`config.mk`:
```
export PLATFORM = sky130hd
export DESIGN_NAME = alu32_divider
export DESIGN_NICKNAME = d
export VERILOG_FILES = /design/src/rtl/alu32_pkg.sv /design/src/rtl/alu32_divider_alu.sv /design/src/rtl/alu32_divider.sv
export SDC_FILE = /design/constraint.sdc
export NUM_CORES = 1
export LEC_CHECK = 0
export CORE_MARGIN = 5
export CORE_UTILIZATION = 55
export DETAILED_ROUTE_END_ITERATION = 8
export PLACE_DENSITY_LB_ADDON = 0.25
export SYNTH_ARGS = -nofsm -noshare
export SYNTH_HDL_FRONTEND = slang
export SYNTH_SLANG_ARGS = --single-unit
```
`constraint.sdc`:
```
create_clock -name clk -period 30.4 [get_ports clk]
set_input_delay 4.56 -clock clk [delete_from_list [all_inputs] [get_ports clk]]
set_output_delay 4.56 -clock clk [all_outputs]
set_load 0.01 [all_outputs]
```
`src/rtl/alu32_pkg.sv`:
```
// Shared definitions for the 32-bit ripple ALU and the multi-cycle divider
// built on top of it.
package alu32_pkg;

    localparam logic [3:0] OP_AND = 4'b0000;
    localparam logic [3:0] OP_OR  = 4'b0001;
    localparam logic [3:0] OP_ADD = 4'b0010;
    localparam logic [3:0] OP_SUB = 4'b0110;
    localparam logic [3:0] OP_SLT = 4'b0111;
    localparam logic [3:0] OP_NOR = 4'b1100;

    typedef enum logic [1:0] {
        IDLE = 2'd0,
        RUN  = 2'd1,
        FIX  = 2'd2
    } div_state_e;

    // Two's-complement magnitude when signed, pass-through when unsigned.
    function automatic logic [31:0] mag32(input logic [31:0] v, input logic is_s);
        return (is_s && v[31]) ? (~v + 32'd1) : v;
    endfunction

endpackage

```
`src/rtl/alu32_divider_alu.sv`:
```
// 32-slice ripple ALU: opcode is {ainv, binv, op[1:0]}, carry-in follows binv.
module alu32_divider_alu
    import alu32_pkg::*;
(
    input  logic [31:0] a_i,
    input  logic [31:0] b_i,
    input  logic [3:0]  op_i,
    output logic [31:0] result_o,
    output logic        cout_o,
    output logic        overflow_o
);

    logic        ainv;
    logic        binv;
    logic [31:0] aa;
    logic [31:0] bb;
    logic [31:0] sum;
    logic [32:0] cy;
    logic        slt;

    assign ainv = op_i[3];
    assign binv = op_i[2];
    assign aa   = ainv ? ~a_i : a_i;
    assign bb   = binv ? ~b_i : b_i;

    always_comb begin
        cy    = '0;
        sum   = '0;
        cy[0] = binv;
        for (int i = 0; i < 32; i++) begin
            sum[i]  = aa[i] ^ bb[i] ^ cy[i];
            cy[i+1] = (aa[i] & bb[i]) | (aa[i] & cy[i]) | (bb[i] & cy[i]);
        end
    end

    assign cout_o     = cy[32];
    assign overflow_o = cy[32] ^ cy[31];
    assign slt        = sum[31] ^ overflow_o;

    always_comb begin
        result_o = '0;
        case (op_i[1:0])
            2'b00:   result_o = aa & bb;
            2'b01:   result_o = aa | bb;
            2'b10:   result_o = sum;
            default: result_o = {31'b0, slt};
        endcase
    end

endmodule

```
`src/rtl/alu32_divider.sv`:
```
// Restoring 32-bit signed/unsigned divider, one quotient bit per clock,
// using the ripple ALU as its trial subtractor.
module alu32_divider
    import alu32_pkg::*;
#(
    parameter int WIDTH = 32
) (
    input  logic             clk,
    input  logic             rst,
    input  logic             start,
    input  logic             is_signed,
    input  logic [WIDTH-1:0] a,
    input  logic [WIDTH-1:0] b,
    output logic             busy,
    output logic             done,
    output logic [WIDTH-1:0] quotient,
    output logic [WIDTH-1:0] remainder,
    output logic             div_by_zero
);

    div_state_e       state_q, state_d;
    logic [4:0]       cnt_q, cnt_d;
    logic [WIDTH-1:0] dvd_q, dvd_d;
    logic [WIDTH-1:0] rem_q, rem_d;
    logic [WIDTH-1:0] dvs_q, dvs_d;
    logic             neg_q_q, neg_q_d;
    logic             neg_r_q, neg_r_d;
    logic             zero_q, zero_d;
    logic [WIDTH-1:0] quot_q, quot_d;
    logic [WIDTH-1:0] remo_q, remo_d;
    logic             dbz_q, dbz_d;
    logic             done_q, done_d;

    logic [WIDTH-1:0] alu_a;
    logic [WIDTH-1:0] alu_res;
    logic             alu_cout;
    logic             alu_ovf_unused;
    logic             take;

    // Low 32 bits of the shifted trial value {R, dividend_msb}; bit 32 is rem_q[31].
    assign alu_a = {rem_q[WIDTH-2:0], dvd_q[WIDTH-1]};
    assign take  = rem_q[WIDTH-1] | alu_cout;

    alu32_divider_alu u_alu (
        .a_i        (alu_a),
        .b_i        (dvs_q),
        .op_i       (OP_SUB),
        .result_o   (alu_res),
        .cout_o     (alu_cout),
        .overflow_o (alu_ovf_unused)
    );

    always_ff @(posedge clk or posedge rst) begin
        if (rst) begin
            state_q <= IDLE;
        end else begin
            state_q <= state_d;
        end
    end

    always_ff @(posedge clk or posedge rst) begin
        if (rst) begin
            cnt_q   <= '0;
            dvd_q   <= '0;
            rem_q   <= '0;
            dvs_q   <= '0;
            neg_q_q <= 1'b0;
            neg_r_q <= 1'b0;
            zero_q  <= 1'b0;
            quot_q  <= '0;
            remo_q  <= '0;
            dbz_q   <= 1'b0;
            done_q  <= 1'b0;
        end else begin
            cnt_q   <= cnt_d;
            dvd_q   <= dvd_d;
            rem_q   <= rem_d;
            dvs_q   <= dvs_d;
            neg_q_q <= neg_q_d;
            neg_r_q <= neg_r_d;
            zero_q  <= zero_d;
            quot_q  <= quot_d;
            remo_q  <= remo_d;
            dbz_q   <= dbz_d;
            done_q  <= done_d;
        end
    end

    always_comb begin
        state_d = state_q;
        cnt_d   = cnt_q;
        dvd_d   = dvd_q;
        rem_d   = rem_q;
        dvs_d   = dvs_q;
        neg_q_d = neg_q_q;
        neg_r_d = neg_r_q;
        zero_d  = zero_q;
        quot_d  = quot_q;
        remo_d  = remo_q;
        dbz_d   = dbz_q;
        done_d  = 1'b0;

        case (state_q)
            IDLE: begin
                if (start) begin
                    neg_q_d = is_signed & (a[WIDTH-1] ^ b[WIDTH-1]);
                    neg_r_d = is_signed & a[WIDTH-1];
                    rem_d   = '0;
                    cnt_d   = 5'd31;
                    dvs_d   = mag32(b, is_signed);
                    // On a zero divisor the dividend register keeps raw a for the remainder.
                    if (b == '0) begin
                        zero_d  = 1'b1;
                        dvd_d   = a;
                        state_d = FIX;
                    end else begin
                        zero_d  = 1'b0;
                        dvd_d   = mag32(a, is_signed);
                        state_d = RUN;
                    end
                end
            end
            RUN: begin
                rem_d = take ? alu_res : alu_a;
                dvd_d = {dvd_q[WIDTH-2:0], take};
                cnt_d = cnt_q - 5'd1;
                if (cnt_q == 5'd0) begin
                    state_d = FIX;
                end
            end
            FIX: begin
                done_d  = 1'b1;
                state_d = IDLE;
                if (zero_q) begin
                    quot_d = '1;
                    remo_d = dvd_q;
                    dbz_d  = 1'b1;
                end else begin
                    quot_d = neg_q_q ? (~dvd_q + 32'd1) : dvd_q;
                    remo_d = neg_r_q ? (~rem_q + 32'd1) : rem_q;
                    dbz_d  = 1'b0;
                end
            end
            default: state_d = IDLE;
        endcase
    end

    assign busy        = (state_q != IDLE);
    assign done        = done_q;
    assign quotient    = quot_q;
    assign remainder   = remo_q;
    assign div_by_zero = dbz_q;

endmodule

```
### Word-level counts from Yosys, hierarchy flattened

Cells that the tools add are included.

* flip-flop bits (word level): 172
* bits of input ports: 68
* word-level logic and storage cells: 283

* eq/ne operators: 4
* reduce and logical (&&, ||, !) cells: 10
* bitwise operators: 231
* $add $sub $neg: 5
* muxes and demuxes: 21

Operators by type and width (count)
* 2-to-1 mux 32 bit: 10
* inverter 32 bit: 5
* adder 32 x 1 -> 32 bit, second input constant: 4
* one-hot mux 32 bit (2 select lines): 2
* AND 1 bit: 96
* OR 1 bit: 65
* bitwise XOR 1 bit: 64
* zero test 32 bit: 1
* one-hot mux 5 bit (2 select lines): 1
* 2-to-1 mux 2 bit: 3
* AND reduction 2 bit: 3
* zero test 5 bit: 1
* 2-to-1 mux 5 bit: 1
* subtractor 5 x 1 -> 5 bit, second input constant: 1
* != test 2 bit, second input constant: 2
* one-hot mux 2 bit (2 select lines): 1
* nonzero test 2 bit: 2
* 2-to-1 mux 1 bit: 3
* equality test 2 x 1 -> 1 bit, second input constant: 1
* equality test 2 bit, second input constant: 1
* logical AND 1 bit: 2
* zero test 2 bit: 1
* inverter 1 bit: 1

### Logic depth before layout (Yosys ltp)

* depth in word-level cells: 100
* mapped depth: 43

### Hierarchy

From an unflattened synthesis, not the netlist that was laid out.

* cell total of the unflattened synthesis: 1636
* area, all modules: 13993.4 um2

Modules (own cells, without submodules)
* alu32_divider: cells each 1289, area each 10938.0 um2, times used 1
* alu32_divider_alu: cells each 347, area each 3055.4 um2, times used 1

### Worst setup path before layout

No wires, ideal clock.

* path kind: flip-flop to flip-flop
* from: register dvd_q[31]
* to: register rem_q[23]
* path buffers: 1
* library setup time: 0.135 ns
* setup slack: 16.882 ns
* data required time: 30.265 ns
* arrival time: 13.383 ns
* stages on the path, launching flop included: 43
* path through: dfrtp_1 inv_1 ha_1 inv_1 fa_1 inv_1 fa_1 inv_1 fa_1 fa_1 fa_1 fa_1 fa_1 fa_1 fa_1 fa_1 fa_1 fa_1 (+7 left out) fa_1 fa_1 fa_1 fa_1 fa_1 fa_1 fa_1 fa_1 fa_1 fa_1 inv_1 fa_1 inv_1 fa_1 nor2_1 clkbuf_1 mux2i_1 o21ai_0

* word-level cells in the longest chain between the ends: 99

RTL lines
* start: declaration: line alu32_divider.sv:23 `logic [WIDTH-1:0] dvd_q, dvd_d;`
* start signal: assignment: line alu32_divider.sv:76 `dvd_q <= dvd_d;`
* AND 1 bit: line alu32_divider_alu.sv:32 `cy[i+1] = (aa[i] & bb[i]) | (aa[i] & cy[i]) | (bb[i] & cy[i]);`
* OR 1 bit (*) (2 in series): line alu32_divider_alu.sv:32
* AND 1 bit: line alu32_divider_alu.sv:32
* OR 1 bit: line alu32_divider_alu.sv:32
* OR 1 bit (*): line alu32_divider_alu.sv:32
* AND 1 bit: line alu32_divider_alu.sv:32
* OR 1 bit: line alu32_divider_alu.sv:32
* OR 1 bit (*): line alu32_divider_alu.sv:32
* (+79 left out)
* OR 1 bit (2 in series): line alu32_divider_alu.sv:32
* AND 1 bit: line alu32_divider_alu.sv:32
* OR 1 bit (2 in series): line alu32_divider_alu.sv:32
* AND 1 bit: line alu32_divider_alu.sv:32
* OR 1 bit (2 in series): line alu32_divider_alu.sv:32
* OR 1 bit: line alu32_divider.sv:42 `assign take = rem_q[WIDTH-1] | alu_cout;`
* 2-to-1 mux 32 bit (*): line alu32_divider.sv:124 `rem_d = take ? alu_res : alu_a;`
* one-hot mux 32 bit (2 select lines) (*): line alu32_divider.sv:103 `case (state_q)`
* end signal: assignment: line alu32_divider.sv:77 `rem_q <= rem_d;`
* end: declaration: line alu32_divider.sv:24 `logic [WIDTH-1:0] rem_q, rem_d;`

Mark *: on every way between the ends. The rest lies on a longest branch, timed or not.
A chain may end at the register's enable or synchronous reset.

### Final worst setup path

* from: register dvd_q[31]
* to: register rem_q[0]

* word-level cells in the longest chain between the ends: 99

RTL lines (line)
* AND 1 bit: alu32_divider_alu.sv:32
* OR 1 bit (2 in series): alu32_divider_alu.sv:32
* AND 1 bit: alu32_divider_alu.sv:32
* OR 1 bit (2 in series): alu32_divider_alu.sv:32
* AND 1 bit: alu32_divider_alu.sv:32
* OR 1 bit (2 in series): alu32_divider_alu.sv:32
* AND 1 bit: alu32_divider_alu.sv:32
* OR 1 bit (2 in series): alu32_divider_alu.sv:32
* (+76 left out)
* OR 1 bit (2 in series): alu32_divider_alu.sv:32
* AND 1 bit: alu32_divider_alu.sv:32
* OR 1 bit (2 in series): alu32_divider_alu.sv:32
* AND 1 bit: alu32_divider_alu.sv:32
* OR 1 bit (2 in series): alu32_divider_alu.sv:32
* OR 1 bit: alu32_divider.sv:42
* 2-to-1 mux 32 bit (*): alu32_divider.sv:124
* one-hot mux 32 bit (2 select lines) (*): alu32_divider.sv:103

Marks and branches as above.

==> metrics.md <==
| Metric | Value |
|---|---|
| Clock latency on the worst-skew pair | `between 400 and 500 ps` |
| EDFF count, synth | `0` |
| Fin crit share | `0.469` |
| CTS tree | `yes` |
| Most used cell, CP | `fa_1` |
| Required time of the critical path | `approximately 31,000 ps` |
| First-pass GRT wire length | `about 47,000 µm` |
| Critical-path top delay cell | `nor2_4` |
| Die Area | `22,100 µm²` |
| Warnings from Yosys | `0` |
| Vias in the first global route | `around 9,000` |
| CP Class | `flop to flop` |
| Layout cells sized above 1 | `0.0476` |
| Routed vias/inst | `between 5 and 6` |
| Avg WL per Cell | `between 15 and 20 µm` |
| Post-synthesis sequential area ratio | `0.406` |
| Post-CTS Setup Repair Bufs | `0` |
| Reg2Reg Depth | `42` |
| Final Skew | `roughly 10 ps` |
| Crit-path max FO | `36` |
| Syn_nets | `1,289` |
| Antenna Cells | `0` |
| Placed cells | `1,510` |
| Die height | `around 150 µm` |
| Post-DRT Antenna Nets | `0` |
| Cells after Synth | `1,183` |
| Root Buffer Master | `clkbuf_16` |
| Vias | `9,213` |
| GRT met3 Usage | `0.0416` |
| Row count | `50` |
| Fmax | `approximately 0.07 GHz` |
| M2 GR Usage | `0.423` |
| Setup TNS | `0 ps` |
| Starting Density | `0.563` |
| Routability cong. | `roughly 0.94` |
| Core Util, Final | `0.674` |
| Leak | `around 5.0 nW` |
| Power Dens Cells | `approximately 110 nW/µm²` |
| Gr ovfl total | `0` |
| DRT iter0 DRCs | `approximately 910` |
| Final setup violation count | `0` |
| Max cap viols | `0` |
| Post-route minimum period | `around 14,000 ps` |
| Gr busiest metal | `met2` |
| Worst setup path end | `rem_q[0]` |
| Most common cell after layout, fill and taps aside | `dfrtp_1` |
| RR Endpoint | `rem_q[0]` |
| Slew at the pin closest to its max-slew limit | `~1200 ps` |
| Yosys cell types | `50` |
| Antenna violations before repair | `0` |
| Synth Flop Type | `dfrtp_1` |
| RSZ-0062 raised after global routing | `false` |
| Final slew viol count | `0` |
| #FFs+latches synth | `approximately 170` |
| Crit. End Element | `flop` |
| Top post-synthesis cells by area | `dfrtp_1, o21ai_0, fa_1` |
| Die width | `~150 µm` |
| CP max stage delay | `940 ps` |
| Largest net degree at the start of global routing | `between 90 and 100` |
| Mapped cell area | `between 10,000 and 15,000 µm²` |
| Post-synth top area share | `0.406` |
| Post-CTS sizing | `0` |
| Layout Cells excl Fill | `around 1,500` |
| Crit path arrival time | `roughly 15,000 ps` |
| Total power | `between 1 and 1.5 mW` |
| Clock Tree Buf Depth | `2` |
| Area Overhead vs Synth | `19.7%` |
| Detailed placer's ending HPWL | `roughly 20,000 µm` |
| Ports | `between 100 and 150` |
| Remaining DRCs | `0` |
| Fin. Hold Viols | `0` |
| TritonCTS Buffers | `17` |
| Final wirelength | `28,400 µm` |
| Drt pass-1 iters | `5` |
| Status | `completed` |
| Reg2reg setup slack | `roughly 16,000 ps` |
| Worst hold path type | `flop to flop` |
| CTS Hold Bufs | `0` |
| Total global-route track usage | `0.261` |
| H-tree depth | `4` |
| Grt met1 use | `0.362` |
| Worst relative slew slack | `0.184` |
| Crit. Startpoint | `dvd_q[31]` |
| VDD IR-drop max | `50.4 µV` |
| Port-buffer cells | `around 130` |
| Critical Path Start Type | `flop` |
| Worst reg2reg startpoint | `dvd_q[31]` |
| Commonest non-fill, non-tap cells in the layout | `dfrtp_1, o21ai_0, clkdlybuf4s50_1` |
| Synth async-reset ratio | `1.00` |
| Core Area | `about 19,000 µm²` |
| Post-synth top area cell | `dfrtp_1` |
| Synth Area per Inst | `between 8 and 9 µm²` |
| Reg clk slew, reported paths | `60 ps` |
| CTS sink cnt | `172` |
| Layout Nets | `between 1,000 and 1,500` |
-- through the flow --
stage,hold WS (ps),cell area (µm²),setup WS (ps)
final,479,12700,16130
after global routing,501,12700,15480
after CTS,481,12700,16150
after detailed placement,466,12100,16240
after global placement,460,12100,16400
after floorplan,450,10600,16880
-- routing by layer --
| metal | routed length, µm | vias up |
|---|---|---|
| met5 | 0 | - |
| met4 | 649 | 0 |
| met3 | 2170 | 52 |
| met2 | 13500 | 396 |
| met1 | 12000 | 4429 |
| li1 | - | 4336 |
-- critical path: cells and delay by family (launching register included) --
kind | cells | cell delay [ps]
adders and majority gates | 32 | 11920
and+or+nand+nor | 2 | 1070
DFF | 1 | 420
buffers and inverters | 6 | 410
AOI/OAI and AO/OA | 2 | 270
-- synth_stat cells, types with 7 or more instances --
library cell and count:
a211oi_1 9, a21oi_1 83, a22oi_1 14, a31oi_1 7, and3_1 9, buf_1 8
clkbuf_1 66, dfrtp_1 172, fa_1 31, ha_1 7, inv_1 57, mux2i_1 40
nand2_1 112, nand3_1 10, nor2_1 85, nor3_1 40, nor4_1 20, o21ai_0 146
o22ai_1 19, o31ai_1 22, o41ai_1 13, or3_1 22, or4_1 20, xnor2_1 64
xor2_1 52
-- sequential cells by signal, summed over array words and instances, names as in the netlist --
signal / count
remainder: 32
div_by_zero: 1
state_q: 2
neg_q_q: 1
neg_r_q: 1
dvs_q: 32
cnt_q: 5
dvd_q: 32
quotient: 32
rem_q: 32
done: 1
zero_q: 1
-- where the power goes --
| part | total [mW] | internal (mW) | switching [mW] | leakage (nW) |
|---|---|---|---|---|
| clock network | 0.230 | 0.139 | 0.0908 | 0.300 |
| logic | 0.708 | 0.329 | 0.379 | 2.66 |
| registers | 0.484 | 0.342 | 0.142 | 2.06 |
-- cell type report --
type	count	area, µm²
timing repair buffer	148	1450
inverter	57	219
sequential	172	4300
multi-input combinational	873	5770
clock buffer	20	447
fill	1527	6150
clock inverter	11	169
tap	260	325
-- how the worst min path moves through the flow --
stage                             start             to  slack (ps)  cells past startpoint
after floorplan               dvs_q[11]      dvs_q[11]         450                      2
after global placement        dvs_q[23]      dvs_q[23]         460                      2
after detailed placement    div_by_zero    div_by_zero         470                      2
after CTS                   div_by_zero    div_by_zero         480                      2
after global routing      remainder[21]  remainder[21]         500                      2
final                       div_by_zero    div_by_zero         480                      2
-- cells by family after synthesis --
family,Yosys count,synth area share
AO/OA/AOI/OAI,330,0.184
XOR/XNOR,116,0.0959
adder cells (fa/ha/maj),38,0.0668
buffers and inverters,138,0.0503
flip-flops,172,0.406
multiplexers,40,0.0378
AND/OR/NAND/NOR,349,0.159
Power figures use the tool's default switching activity.
